**src/rtl/load_store_unit.sv**
```systemverilog
// load_store_unit: byte-addressed load/store front end for a word-addressed data memory.
// Checks alignment, size and range. Converts the byte address to a word index. Does
// sub-word stores as read-modify-write, because the memory has no byte enables. Returns
// sign- or zero-extended load data on a one-cycle response.
//
// Ports:
//   clk, reset              clock, asynchronous active-high reset
//   req_valid/req_ready     request handshake; ready only while idle
//   req_we, req_size        1 = store; size 00 byte, 01 half, 10 word, 11 illegal
//   req_unsigned            zero-extend sub-word loads when set
//   req_addr, req_wdata     byte address, right-justified store data
//   resp_valid/err/rdata    one-cycle response; err and rdata hold between responses
//   mem_addr                word index of the registered request
//   mem_rd_en, mem_rd_data  combinational-read port
//   mem_wr_en, mem_wr_data  write port, written at the edge ending the cycle
module load_store_unit #(
    parameter int unsigned DEPTH_WORDS = 32
) (
    input  logic        clk,
    input  logic        reset,
    input  logic        req_valid,
    output logic        req_ready,
    input  logic        req_we,
    input  logic [1:0]  req_size,
    input  logic        req_unsigned,
    input  logic [31:0] req_addr,
    input  logic [31:0] req_wdata,
    output logic        resp_valid,
    output logic        resp_err,
    output logic [31:0] resp_rdata,
    output logic [31:0] mem_addr,
    output logic        mem_rd_en,
    input  logic [31:0] mem_rd_data,
    output logic        mem_wr_en,
    output logic [31:0] mem_wr_data
);

    typedef enum logic [2:0] {
        StIdle,
        StLoad,
        StStore,
        StRmwRd,
        StRmwWr,
        StResp
    } state_e;

    state_e      state_q, state_d;
    logic [1:0]  size_q;
    logic        uns_q;
    logic [31:0] addr_q;
    logic [31:0] wdata_q;
    logic [31:0] merge_q;
    logic [31:0] resp_rdata_q;
    logic        resp_err_q;

    logic        req_fire;
    logic        req_err;
    logic [7:0]  lane_byte;
    logic [15:0] lane_half;
    logic [31:0] load_data;
    logic [31:0] merged;

    assign req_fire = req_valid && (state_q == StIdle);

    // Any of these kills the request before it ever touches memory.
    assign req_err = (req_size == 2'b11)
                   || (req_size == 2'b01 && req_addr[0])
                   || (req_size == 2'b10 && req_addr[1:0] != 2'b00)
                   || ({2'b00, req_addr[31:2]} >= DEPTH_WORDS);

    assign req_ready  = (state_q == StIdle);
    assign resp_valid = (state_q == StResp);
    assign resp_err   = resp_err_q;
    assign resp_rdata = resp_rdata_q;
    assign mem_addr   = {2'b00, addr_q[31:2]};

    // Lane extraction and extension of the word read during StLoad.
    always_comb begin
        lane_byte = mem_rd_data[{addr_q[1:0], 3'b000} +: 8];
        lane_half = mem_rd_data[{addr_q[1], 4'b0000} +: 16];
        case (size_q)
            2'b00:   load_data = uns_q ? {24'h0, lane_byte} : {{24{lane_byte[7]}}, lane_byte};
            2'b01:   load_data = uns_q ? {16'h0, lane_half} : {{16{lane_half[15]}}, lane_half};
            default: load_data = mem_rd_data;
        endcase
    end

    // Replace only the addressed lane of the word captured in StRmwRd.
    always_comb begin
        merged = merge_q;
        if (size_q == 2'b00) begin
            merged[{addr_q[1:0], 3'b000} +: 8] = wdata_q[7:0];
        end else begin
            merged[{addr_q[1], 4'b0000} +: 16] = wdata_q[15:0];
        end
    end

    always_comb begin
        state_d     = state_q;
        mem_rd_en   = 1'b0;
        mem_wr_en   = 1'b0;
        mem_wr_data = 32'h0;
        unique case (state_q)
            StIdle: begin
                if (req_valid) begin
                    if (req_err) begin
                        state_d = StResp;
                    end else if (!req_we) begin
                        state_d = StLoad;
                    end else if (req_size == 2'b10) begin
                        state_d = StStore;
                    end else begin
                        state_d = StRmwRd;
                    end
                end
            end
            StLoad: begin
                mem_rd_en = 1'b1;
                state_d   = StResp;
            end
            StStore: begin
                mem_wr_en   = 1'b1;
                mem_wr_data = wdata_q;
                state_d     = StResp;
            end
            StRmwRd: begin
                mem_rd_en = 1'b1;
                state_d   = StRmwWr;
            end
            StRmwWr: begin
                mem_wr_en   = 1'b1;
                mem_wr_data = merged;
                state_d     = StResp;
            end
            StResp: begin
                state_d = StIdle;
            end
            default: begin
                state_d = StIdle;
            end
        endcase
    end

    always_ff @(posedge clk or posedge reset) begin
        if (reset) begin
            state_q      <= StIdle;
            size_q       <= 2'b00;
            uns_q        <= 1'b0;
            addr_q       <= 32'h0;
            wdata_q      <= 32'h0;
            merge_q      <= 32'h0;
            resp_rdata_q <= 32'h0;
            resp_err_q   <= 1'b0;
        end else begin
            state_q <= state_d;
            if (req_fire) begin
                size_q  <= req_size;
                uns_q   <= req_unsigned;
                addr_q  <= req_addr;
                wdata_q <= req_wdata;
                // Errors go straight to StResp, so the response fields load here.
                if (req_err) begin
                    resp_err_q   <= 1'b1;
                    resp_rdata_q <= 32'h0;
                end
            end
            if (state_q == StLoad) begin
                resp_rdata_q <= load_data;
                resp_err_q   <= 1'b0;
            end
            if (state_q == StStore || state_q == StRmwWr) begin
                resp_rdata_q <= 32'h0;
                resp_err_q   <= 1'b0;
            end
            if (state_q == StRmwRd) begin
                merge_q <= mem_rd_data;
            end
        end
    end

endmodule

```
**config.mk**
```make
export PLATFORM = sky130hd
export DESIGN_NAME = load_store_unit
export DESIGN_NICKNAME = d
export VERILOG_FILES = /design/src/rtl/load_store_unit.sv
export SDC_FILE = /design/constraint.sdc
export NUM_CORES = 1
export LEC_CHECK = 0
export ABC_AREA = 1
export BUFFER_PORTS_ARGS = -buffer_cell sky130_fd_sc_hd__buf_2
export CAP_MARGIN = 40
export CORE_AREA = 8 8 127 129
export CTS_BUF_LIST = sky130_fd_sc_hd__clkbuf_8
export DETAILED_ROUTE_END_ITERATION = 16
export DIE_AREA = 0 0 135 137
export PLACE_DENSITY_LB_ADDON = 0.05
export REMOVE_ABC_BUFFERS = 1
export SYNTH_ARGS = -nofsm -noshare
export SYNTH_HDL_FRONTEND = slang
export SYNTH_SLANG_ARGS = --single-unit
```
**constraint.sdc**
```tcl
create_clock -name clk -period 5.52 [get_ports clk]
set_clock_uncertainty 0.1 [all_clocks]
set_input_delay 1.104 -clock clk [delete_from_list [all_inputs] [get_ports clk]]
set_output_delay 1.104 -clock clk [all_outputs]
set_load 0.03 [all_outputs]
```
==> reports/metrics.csv <==
metric,value,unit
yosysWarningCount,0,
period_minus_slack,4.13,ns
viasPerCell,5.30,
drc,0,
max_freq,0.242,GHz
dr.first_iter.drc_count,889,
max-vdd-ir-drop,0.000311,V
post-place-ws,1.93,ns
setup_viol,0,
hold_viol_final,0,
setup.worst_path.end_class,primary output,
timing.reg2reg.setup_slack,2.63,ns
clockPowerShare,16.9,%
coreArea,0.0142,mm2
grt_use_total,23.9,%
antenna_found_initial,4,
grt_pass1_wl,35000,um
drt.antenna.violating_nets,0,
swShare,50.4,%
cp.arrival,2.93,ns
worstPathRequired,4.32,ns
insertion_delay,0.45,ns
die_y,137,um
initial_core_util,53.5,%
p_int,0.00259,W
port_buffers,201,
htreeDepth,4,
area_growth_syn_to_layout,16.1,%
max_slew_margin,49.1,%
outcome,"complete, no violations",
p_leak,4.80,nW
yosysSeqAreaShare,44.5,%
path_class,register to primary output,
final.setup.tns,0,ns
fin_crit_sh,74.8,%
final_layout_size_suffix_gt1_share,22.7,%
slew_viol_final,0,
setup_ws,1.39,ns
tightest_slew,0.763,ns
dp_hpwl,15900,um
syn_area_per_cell,7.55,um2
grt_max_degree,67,
gp_congestion,0.883,
powerDensity,592,mW/mm2
netSwitchingPower,0.00263,W
grt_setup_unrepaired,false,
rows,44,
syn_area,0.00759,mm2
clock-sinks,135,
min_path_type,register to register,
vias,7106,
gr-total-overflow,0,
dieArea,0.0185,mm2
cts_hold_buf,0,
crit_path_start_kind,register,
drt_wl_total,21900,um
clockRootBuffer,clkbuf_8,
final_nets,1246,
cts-resized-gates,0,
worst-path-max-fanout,16,
synth.distinct_cells,27,
firstDrtPassIters,7,
synth_seq_cells,135,
netlist_instances,1006,
power,0.00522,W
io_pins,204,
combPwrFrac,53.7,%
die_w,135,um
grt_pass1_vias,6855,
power_frac_seq,29.4,%
post_cts_buffers,0,
cts_tree,done,
hold_slack,0.380,ns
numCtsBuffers,17,
clk_pin_slew,0.08,ns
wl_per_cell,16.3,um
clock_path_buffers,2,
drv_cap,0,
n_fill_cell,1357,
[cells in the mapped netlist, drive strengths merged]
cell type / count / area (um2)
nand2: 255 / 980
o21ai: 154 / 771
dfrtp: 135 / 3380
inv: 117 / 439
nand3: 90 / 455
buf: 73 / 477
a21oi: 57 / 285
o221ai: 31 / 272
nor2: 26 / 123
clkbuf: 25 / 93.8
nand4: 16 / 100
o211ai: 8 / 60.1
o21a: 7 / 52.6
nor3: 6 / 41.3
ha: 5 / 62.6
conb: 1 / 3.75
[worst max-delay path: stages, from the launching register on]
cell	delay [ns]
dfrtp_1	0.65
inv_1	0.24
ha_1	0.37
inv_1	0.38
nand3_1	0.20
o221ai_1	0.22
nand3_1	0.11
o21ai_0	0.08
buf_2	0.24
[kinds of logic (layout without fill, tap and decap cells)]
family	after synthesis	after routing	share of synthesized area, %
DFF	135	135	44.5
AOI/OAI and AO/OA	257	257	19.0
buffers and inverters	215	359	13.3
adders and majority gates	5	5	0.824
other	1	7	0.0494
and+or+nand+nor	393	393	22.4
[sequential cells by signal, indices dropped and copies added (netlist names)]
name and count:
addr_q 32, resp_rdata 32, size_q 2, uns_q 1, state_q 3, resp_err 1
merge_q 32, wdata_q 32
[cells in the final DEF (no fill, tap or decap), types with 4 or more instances in the layout]
master | Yosys | layout
nand4_1 | 16 | 16
o21a_1 | 7 | 7
inv_2 | 5 | 5
ha_1 | 5 | 5
nor2_1 | 22 | 22
o211ai_1 | 8 | 8
o21ai_1 | 28 | 28
buf_4 | 42 | 7
buf_2 | 24 | 201
o221ai_1 | 31 | 31
clkinv_2 | 0 | 4
o21ai_0 | 126 | 126
nand2_1 | 250 | 250
clkbuf_8 | 0 | 20
a21oi_1 | 57 | 57
nand3_1 | 89 | 88
nor3_1 | 5 | 5
inv_1 | 112 | 111
dfrtp_1 | 135 | 134
diode_2 | 0 | 5
[routing by layer]
layer	global-route usage, %	part of all wire, %
met3	7.49	9.0
met5	0	0.055
met1	32.0	45
met2	35.3	44
met4	9.25	2.1
[power by group through the flow]
stage / clock [W] / sequential [W] / combinational [W]
after floorplan: 0 / 0.00189 / 0.00160
after global placement: 0 / 0.00154 / 0.00276
after detailed placement: 0 / 0.00154 / 0.00281
after CTS: 0.000895 / 0.00153 / 0.00281
after global routing: 0.000942 / 0.00158 / 0.00310
final: 0.000883 / 0.00154 / 0.00281
[stage by stage]
stage | util [%] | cell area, um2 | cells
3_5_place_dp | 59.0 | 8380 | 1303
5_1_grt | 62.1 | 8810 | 1338
2_1_floorplan | - | 7030 | 909
4_1_cts | 62.0 | 8810 | 1335
6_report | 62.1 | 8820 | 1340
3_3_place_gp | 58.6 | 8330 | 1301
[layout make-up]
cell class | count | area, um2 | share of cell area, %
flip-flops and latches | 135 | 3380 | 38.3
multi-input cells | 657 | 3210 | 36.4
repair buffers | 210 | 1110 | 12.6
inverters | 117 | 444 | 5.04
clock buffers | 20 | 275 | 3.12
well taps | 184 | 230 | 2.61
clock inverters | 12 | 150 | 1.70
diodes | 5 | 12.5 | 0.142
[worst paths after layout]
kind	start	endpoint	cells past startpoint
min in group asynchronous	reset	wdata_q[17]	2
setup reg to reg	state_q[1]	resp_rdata[28]	8
max in group asynchronous	reset	resp_rdata[25]	3
hold reg to reg	addr_q[26]	addr_q[26]	2
setup / recovery	addr_q[0]	mem_wr_data[26]	8
hold / removal	addr_q[26]	addr_q[26]	2
Note: power is estimated with default switching activity, not from simulation.
